### src/rtl/sram_arbiter_if.sv
// Bus bundle between the on-chip masters and the SRAM arbiter.
// The master side drives per-port requests and the controller's read word.
// The slave side (the arbiter) returns acks, read data and the controller request.
interface sram_arbiter_if;
  // Per-port request side
  logic        cyc;
  logic [3:0]  req;
  logic [83:0] addr;
  logic [63:0] wrdata;
  logic [7:0]  bsel;
  logic [3:0]  rnw;
  logic [3:0]  ack;
  logic [3:0]  rdy;
  logic [15:0] rddata;
  // SRAM controller side
  logic        mem_req;
  logic [20:0] mem_addr;
  logic [15:0] mem_wrdata;
  logic [1:0]  mem_bsel;
  logic        mem_rnw;
  logic [15:0] mem_rddata;

  modport master (
    output cyc, req, addr, wrdata, bsel, rnw, mem_rddata,
    input  ack, rdy, rddata, mem_req, mem_addr, mem_wrdata, mem_bsel, mem_rnw
  );

  modport slave (
    input  cyc, req, addr, wrdata, bsel, rnw, mem_rddata,
    output ack, rdy, rddata, mem_req, mem_addr, mem_wrdata, mem_bsel, mem_rnw
  );
endinterface

### src/rtl/sram_arbiter.sv
// Four-port SRAM arbiter: video (port 0, fixed top priority with a starvation
// limit), CPU/DMA/TS (ports 1-3, round-robin). One grant per memory-cycle
// strobe; ack one clk after the grant, read data returned on the next strobe.
module sram_arbiter #(
  parameter int unsigned STARVE_LIM = 7
) (
  input logic          clk,
  input logic          rst_n,
  sram_arbiter_if.slave bus
);

  localparam logic [3:0] LIM = 4'(STARVE_LIM);

  typedef enum logic {
    RD_IDLE = 1'b0,
    RD_PEND = 1'b1
  } rd_state_t;

  // Round-robin search over ports 1-3 starting at ptr; returns 0 when none request.
  function automatic logic [1:0] rr_pick(input logic [2:0] r, input logic [1:0] ptr);
    logic [1:0] p;
    logic       hit;
    rr_pick = 2'd0;
    p       = ptr;
    for (int k = 0; k < 3; k++) begin
      case (p)
        2'd1:    hit = r[0];
        2'd2:    hit = r[1];
        2'd3:    hit = r[2];
        default: hit = 1'b0;
      endcase
      if ((rr_pick == 2'd0) && hit) begin
        rr_pick = p;
      end else begin
        rr_pick = rr_pick;
      end
      p = (p == 2'd3) ? 2'd1 : (p + 2'd1);
    end
  endfunction

  // One-hot port strobe for a 2-bit port number.
  function automatic logic [3:0] port_onehot(input logic [1:0] p);
    port_onehot = 4'b0001 << p;
  endfunction

  // Registered state
  logic [3:0]  ack_q, ack_d;
  logic [3:0]  rdy_q, rdy_d;
  logic [15:0] rddata_q, rddata_d;
  logic [1:0]  rr_q, rr_d;
  logic [3:0]  scnt_q, scnt_d;
  rd_state_t   rd_state_q, rd_state_d;
  logic [1:0]  rd_port_q, rd_port_d;

  // Combinational selection
  logic        force_s;
  logic [1:0]  rr_win_s;
  logic [1:0]  win_s;
  logic        win_vld_s;
  logic [20:0] mem_addr_s;
  logic [15:0] mem_wrdata_s;
  logic [1:0]  mem_bsel_s;
  logic        mem_rnw_s;

  // Pick the winner: port 0 first unless it has hogged STARVE_LIM slots in a row.
  always_comb begin
    force_s   = (scnt_q == LIM) && (|bus.req[3:1]);
    rr_win_s  = rr_pick(bus.req[3:1], rr_q);
    win_vld_s = |bus.req;
    if (bus.req[0] && !force_s) begin
      win_s = 2'd0;
    end else begin
      // With only port 0 requesting, rr_pick yields 0, which is the right winner.
      win_s = rr_win_s;
    end
  end

  // Route the winner's request fields to the controller; idle looks like a read of 0.
  always_comb begin
    mem_addr_s   = 21'd0;
    mem_wrdata_s = 16'd0;
    mem_bsel_s   = 2'd0;
    mem_rnw_s    = 1'b1;
    if (win_vld_s) begin
      case (win_s)
        2'd0: begin
          mem_addr_s   = bus.addr[20:0];
          mem_wrdata_s = bus.wrdata[15:0];
          mem_bsel_s   = bus.bsel[1:0];
          mem_rnw_s    = bus.rnw[0];
        end
        2'd1: begin
          mem_addr_s   = bus.addr[41:21];
          mem_wrdata_s = bus.wrdata[31:16];
          mem_bsel_s   = bus.bsel[3:2];
          mem_rnw_s    = bus.rnw[1];
        end
        2'd2: begin
          mem_addr_s   = bus.addr[62:42];
          mem_wrdata_s = bus.wrdata[47:32];
          mem_bsel_s   = bus.bsel[5:4];
          mem_rnw_s    = bus.rnw[2];
        end
        2'd3: begin
          mem_addr_s   = bus.addr[83:63];
          mem_wrdata_s = bus.wrdata[63:48];
          mem_bsel_s   = bus.bsel[7:6];
          mem_rnw_s    = bus.rnw[3];
        end
        default: begin
          mem_addr_s   = 21'd0;
          mem_wrdata_s = 16'd0;
          mem_bsel_s   = 2'd0;
          mem_rnw_s    = 1'b1;
        end
      endcase
    end else begin
      mem_rnw_s = 1'b1;
    end
  end

  // Next-state logic: everything advances only on a memory-cycle strobe.
  always_comb begin
    ack_d      = 4'd0;
    rdy_d      = 4'd0;
    rddata_d   = rddata_q;
    rr_d       = rr_q;
    scnt_d     = scnt_q;
    rd_state_d = rd_state_q;
    rd_port_d  = rd_port_q;
    if (bus.cyc) begin
      // Return the previous read; this strobe may also issue a new grant.
      case (rd_state_q)
        RD_PEND: begin
          rddata_d = bus.mem_rddata;
          rdy_d    = port_onehot(rd_port_q);
        end
        RD_IDLE: begin
          rdy_d = 4'd0;
        end
        default: begin
          rdy_d = 4'd0;
        end
      endcase

      if (win_vld_s) begin
        ack_d = port_onehot(win_s);
        if (win_s != 2'd0) begin
          rr_d = (win_s == 2'd3) ? 2'd1 : (win_s + 2'd1);
        end else begin
          rr_d = rr_q;
        end
        if (mem_rnw_s) begin
          rd_state_d = RD_PEND;
          rd_port_d  = win_s;
        end else begin
          rd_state_d = RD_IDLE;
        end
      end else begin
        ack_d      = 4'd0;
        rd_state_d = RD_IDLE;
      end

      // Count port-0 wins that left someone else waiting.
      if (win_vld_s && (win_s == 2'd0) && (|bus.req[3:1])) begin
        scnt_d = (scnt_q >= LIM) ? LIM : (scnt_q + 4'd1);
      end else begin
        scnt_d = 4'd0;
      end
    end else begin
      ack_d = 4'd0;
      rdy_d = 4'd0;
    end
  end

  // State registers; reset drops any read still waiting for its data.
  always_ff @(posedge clk or negedge rst_n) begin
    if (!rst_n) begin
      ack_q      <= 4'd0;
      rdy_q      <= 4'd0;
      rddata_q   <= 16'd0;
      rr_q       <= 2'd1;
      scnt_q     <= 4'd0;
      rd_state_q <= RD_IDLE;
      rd_port_q  <= 2'd0;
    end else begin
      ack_q      <= ack_d;
      rdy_q      <= rdy_d;
      rddata_q   <= rddata_d;
      rr_q       <= rr_d;
      scnt_q     <= scnt_d;
      rd_state_q <= rd_state_d;
      rd_port_q  <= rd_port_d;
    end
  end

  assign bus.ack        = ack_q;
  assign bus.rdy        = rdy_q;
  assign bus.rddata     = rddata_q;
  assign bus.mem_req    = win_vld_s;
  assign bus.mem_addr   = mem_addr_s;
  assign bus.mem_wrdata = mem_wrdata_s;
  assign bus.mem_bsel   = mem_bsel_s;
  assign bus.mem_rnw    = mem_rnw_s;

endmodule

### src/flat_wrapper.sv
// flat-port wrapper written by rule: the top's interface ports become plain ports
module sram_arbiter_flat 
#(
  parameter int unsigned STARVE_LIM = 7
)
  (clk, rst_n, bus_cyc, bus_req, bus_addr, bus_wrdata, bus_bsel, bus_rnw, bus_mem_rddata, bus_ack, bus_rdy, bus_rddata, bus_mem_req, bus_mem_addr, bus_mem_wrdata, bus_mem_bsel, bus_mem_rnw);
  sram_arbiter_if bus_i ();
  input logic clk;
  input logic rst_n;
  input wire logic [$bits(bus_i.cyc)-1:0] bus_cyc;
  input wire logic [$bits(bus_i.req)-1:0] bus_req;
  input wire logic [$bits(bus_i.addr)-1:0] bus_addr;
  input wire logic [$bits(bus_i.wrdata)-1:0] bus_wrdata;
  input wire logic [$bits(bus_i.bsel)-1:0] bus_bsel;
  input wire logic [$bits(bus_i.rnw)-1:0] bus_rnw;
  input wire logic [$bits(bus_i.mem_rddata)-1:0] bus_mem_rddata;
  output wire logic [$bits(bus_i.ack)-1:0] bus_ack;
  output wire logic [$bits(bus_i.rdy)-1:0] bus_rdy;
  output wire logic [$bits(bus_i.rddata)-1:0] bus_rddata;
  output wire logic [$bits(bus_i.mem_req)-1:0] bus_mem_req;
  output wire logic [$bits(bus_i.mem_addr)-1:0] bus_mem_addr;
  output wire logic [$bits(bus_i.mem_wrdata)-1:0] bus_mem_wrdata;
  output wire logic [$bits(bus_i.mem_bsel)-1:0] bus_mem_bsel;
  output wire logic [$bits(bus_i.mem_rnw)-1:0] bus_mem_rnw;
  assign bus_i.cyc = bus_cyc;
  assign bus_i.req = bus_req;
  assign bus_i.addr = bus_addr;
  assign bus_i.wrdata = bus_wrdata;
  assign bus_i.bsel = bus_bsel;
  assign bus_i.rnw = bus_rnw;
  assign bus_i.mem_rddata = bus_mem_rddata;
  assign bus_ack = bus_i.ack;
  assign bus_rdy = bus_i.rdy;
  assign bus_rddata = bus_i.rddata;
  assign bus_mem_req = bus_i.mem_req;
  assign bus_mem_addr = bus_i.mem_addr;
  assign bus_mem_wrdata = bus_i.mem_wrdata;
  assign bus_mem_bsel = bus_i.mem_bsel;
  assign bus_mem_rnw = bus_i.mem_rnw;
  sram_arbiter #(.STARVE_LIM(STARVE_LIM)) u_core (.clk(clk), .rst_n(rst_n), .bus(bus_i));
endmodule
### config.mk
export PLATFORM = sky130hd
export DESIGN_NAME = sram_arbiter_flat
export DESIGN_NICKNAME = d
export VERILOG_FILES = /design/src/rtl/sram_arbiter_if.sv /design/src/rtl/sram_arbiter.sv /design/src/flat_wrapper.sv
export SDC_FILE = /design/constraint.sdc
export NUM_CORES = 1
export LEC_CHECK = 0
export BUFFER_PORTS_ARGS = -buffer_cell sky130_fd_sc_hd__buf_2
export CORE_AREA = 5 5 94 96
export CTS_BUF_LIST = sky130_fd_sc_hd__clkbuf_8 sky130_fd_sc_hd__clkbuf_16
export DETAILED_ROUTE_END_ITERATION = 7
export DIE_AREA = 0 0 99 101
export GPL_TIMING_DRIVEN = 0
export PLACE_DENSITY = 0.74
export SLEW_MARGIN = 20
export SYNTH_ARGS = -nofsm -noshare
export SYNTH_HDL_FRONTEND = slang
export SYNTH_SLANG_ARGS = --single-unit
### constraint.sdc
create_clock -name clk -period 6.6 [get_ports clk]
set_input_delay 0.99 -clock clk [delete_from_list [all_inputs] [get_ports clk]]
set_output_delay 0.99 -clock clk [all_outputs]
set_load 0.005 [all_outputs]
==> results.md <==
* Post-CTS Setup Inserts at 0
* Iter 0 DRT Violations at 338
* Largest family of logic cells by synthesized area: compound AO/OA/AOI/OAI gates
* Vias in the first global route at 3674
* Synth Area per Inst at 8.04 um2
* I/O pin cnt at 248
* Top-count cell post-synth: nor2_1
* RSZ-0062 raised after global routing: no
* Compound-Gate Fraction of Synth Area at 30.3%
* Detailed Place HPWL at 9800 um
* Worst R2R Path Depth at 12
* Max Cap Viol at 0
* Syn-to-layout area delta at 56.7%
* Xor/xnor share of the synthesized area at 0%
* Deepest clock path buffer count at 2
* Post-synth top area cell: dfrtp_1
* Number of enable flip-flop cells after synthesis at 0
* Worst vdd ir at 0.215 mV
* Outcome: finished, final reports clean
* Crit path depth at 14
* Die span in x at 99 um
* # clock sinks at 33
* Top-area cell type share of the netlist area at 31.3%
* Reg2Reg Capture Point: u_core.rd_port_q[0]
* Pwr Density at 407 mW/mm2
* Core area at 0.00797 mm2
* Initial core utilization at 32.1%
* Post-placement cell area at 0.00392 mm2
* Clock skew at 9.23 ps
* Top cells by count, synth: nor2_1 (84), a21oi_1 (42), a222oi_1 (41), dfrtp_1 (32), clkbuf_1 (23)
* Worst Max-Slew Pin Slew at 710 ps
* Synth Area in Simple Gates at 18.5%
* Final Cycle Share at 73.6%
* Post-Place Setup Slack at 1800 ps
* Critical Path Source: u_core.rr_q[0]
* Final setup fails at 0
* DR vias at 3618
* Fin worst setup slack at 1740 ps
* Share of layout cells above drive strength 1 at 48.2%
* Final min period at 4860 ps
* Multiplexer share of the synthesized area at 7.93%
* Die area at 0.0100 mm2
* Wire length on met1 at 4300 um
* WL/cell at 17.1 um
* Overflow after GRT at 0
* TritonRoute pass-1 iters at 8
* Worst min-delay path category: reg2reg
* Largest net degree at the start of global routing at 34
* Die height at 101 um
* Reg clk slew, reported paths at 60 ps
* Buffer and inverter count on the worst path at 4
* Initial antenna violation count at 0
* Met2 wire len at 5930 um
* Post-Syn Instances at 318
* Final hold vios at 0
* Clock Latency Late Sink at 280 ps
* R2R setup slack at 2990 ps
* Final Max Slew Viols at 0
* CTS H-tree depth at 2
* Critical path startpoint category: register
* Nets@finish at 765
* IO Port Bufs at 247
* Design Area, Final at 0.00401 mm2
* Setup TNS at 0 ps
* First-pass GRT wire length at 17600 um
* Root Driver: clkbuf_8
* Area contributors post-synth: dfrtp_1 (31%), a222oi_1 (16%), nor2_1 (12%)
* Asr flop ratio synth at 100%
* Slew HR at 52.6%
* Worst Path Max Fanout at 10
* R2r startpoint: u_core.rr_q[0]
* Residual DRC at 0
* FF+latch count, synth at 33
* Setup crit end: bus_mem_addr[4]
* Seq/Total Area, Yosys at 32.4%
* Critical Path RT at 5610 ps
* Rows at 33
* Post-synthesis cell type count at 37
* Drt via density at 5.34
* Critical Path AT at 3870 ps
* Num CTS Buffers at 5
* Worst setup EP type: output pin
* Synth Area in Adders at 4.89%
* Crit path kind: reg2out
* Number of routed nets with antenna violations at 0
* Post-Syn Area at 0.00256 mm2
* Max stage delay on crit path at 570 ps
* Hold slack at 467 ps
* Main flop type after synthesis: dfrtp_1
* Fillers at 806
* CP max stage cell: dfstp_2
* Fmax at 0.206 GHz
* Mapped Nets at 511
* Critical Path, Cell by Cell: inv_1 > ha_1 > mux2_2 > a32o_1 > a31oi_1 > or2_2 > ha_1 > clkbuf_1 > clkbuf_1 > a222oi_1 > nor2_1 > a21oi_1 > nor2_1 > buf_2
* Met3 WL at 1170 um
* CTS tree: built
* Ant. Diodes at 0
* Highest metal used: met4
* Lkg Pwr at 2.13 nW
* Ys Warns at 0
* Final core occ at 50.3%
* Post-Route WL at 11600 um
* RD Place Congestion at 0.928
* CTS resizes at 0
* Crit path max-delay family: buffers and inverters
* Count of cells along the worst hold path at 1
* Post-CTS Hold Buffers at 0
* GRT Resource Usage Total at 21.6%
[registers in the layout, summed over array words and instances, names as in the netlist]
name               count
u_core.rd_state_q      1
u_core.bus.rddata     16
u_core.scnt_q          4
u_core.rr_q            2
u_core.rd_port_q       2
u_core.bus.rdy         4
u_core.bus.ack         4
[cells in the final DEF, fill, tap and decap left out, types with 3 or more instances in the layout]
| master | instances |
|---|---|
| mux2_2 | 17 |
| dfrtp_1 | 32 |
| o21ai_0 | 3 |
| and3_1 | 3 |
| buf_2 | 249 |
| a31oi_1 | 3 |
| a222oi_1 | 41 |
| ha_1 | 10 |
| nand2_1 | 8 |
| inv_1 | 11 |
| nor3_1 | 3 |
| clkbuf_1 | 23 |
| o22ai_1 | 3 |
| buf_1 | 4 |
| nor2_1 | 84 |
| a21oi_1 | 42 |
| clkbuf_8 | 5 |
| nand3_1 | 4 |
| nand2b_1 | 3 |
[worst min-delay path by stage]
stage                   startpoint                end
6_report       u_core.rd_port_q[0]  u_core.bus.rdy[2]
3_5_place_dp   u_core.rd_port_q[0]  u_core.bus.rdy[2]
2_1_floorplan  u_core.rd_port_q[0]  u_core.bus.rdy[2]
5_1_grt        u_core.rd_port_q[0]  u_core.bus.rdy[2]
4_1_cts        u_core.rd_port_q[0]  u_core.bus.rdy[2]
3_3_place_gp   u_core.rd_port_q[0]  u_core.bus.rdy[2]
[metal layers]
layer,GRT usage (%),vias to the layer above
met1,26.1,1655
li1,-,1712
met2,39.3,228
met3,4.78,23
met5,0,-
met4,4.31,0
[logic make-up after synthesis]
logic type / count (synthesis)
AOI/OAI and AO/OA: 104
adders and majority gates: 10
buffers and inverters: 40
DFF: 33
muxes: 18
and+or+nand+nor: 113
[stage by stage]
| step | std cells | total power [W] |
|---|---|---|
| finish | 678 | 0.00163 |
| global route | 678 | 0.00178 |
| CTS | 678 | 0.00164 |
| detailed placement | 670 | 0.00149 |
| global placement | 670 | 0.00146 |
| floorplan | 318 | 0.00103 |
[final cells by class]
class / instances / area (um2) / share of cell area (%)
multi-input combinational: 245 / 1580 / 39.3
timing repair buffer: 247 / 1240 / 30.9
sequential: 33 / 827 / 20.6
tap: 105 / 131 / 3.28
buffer: 30 / 116 / 2.90
clock buffer: 5 / 68.8 / 1.72
inverter: 10 / 37.5 / 0.937
clock inverter: 3 / 13.8 / 0.344
[power breakdown]
part	leakage (nW)	switching [W]	internal, W	total, W
logic	1.67	0.000661	0.000498	0.00116
registers	0.412	0.0000435	0.000286	0.000329
clock network	0.0491	0.0000699	0.0000714	0.000141
No activity file was read; power rests on OpenSTA's default activity.
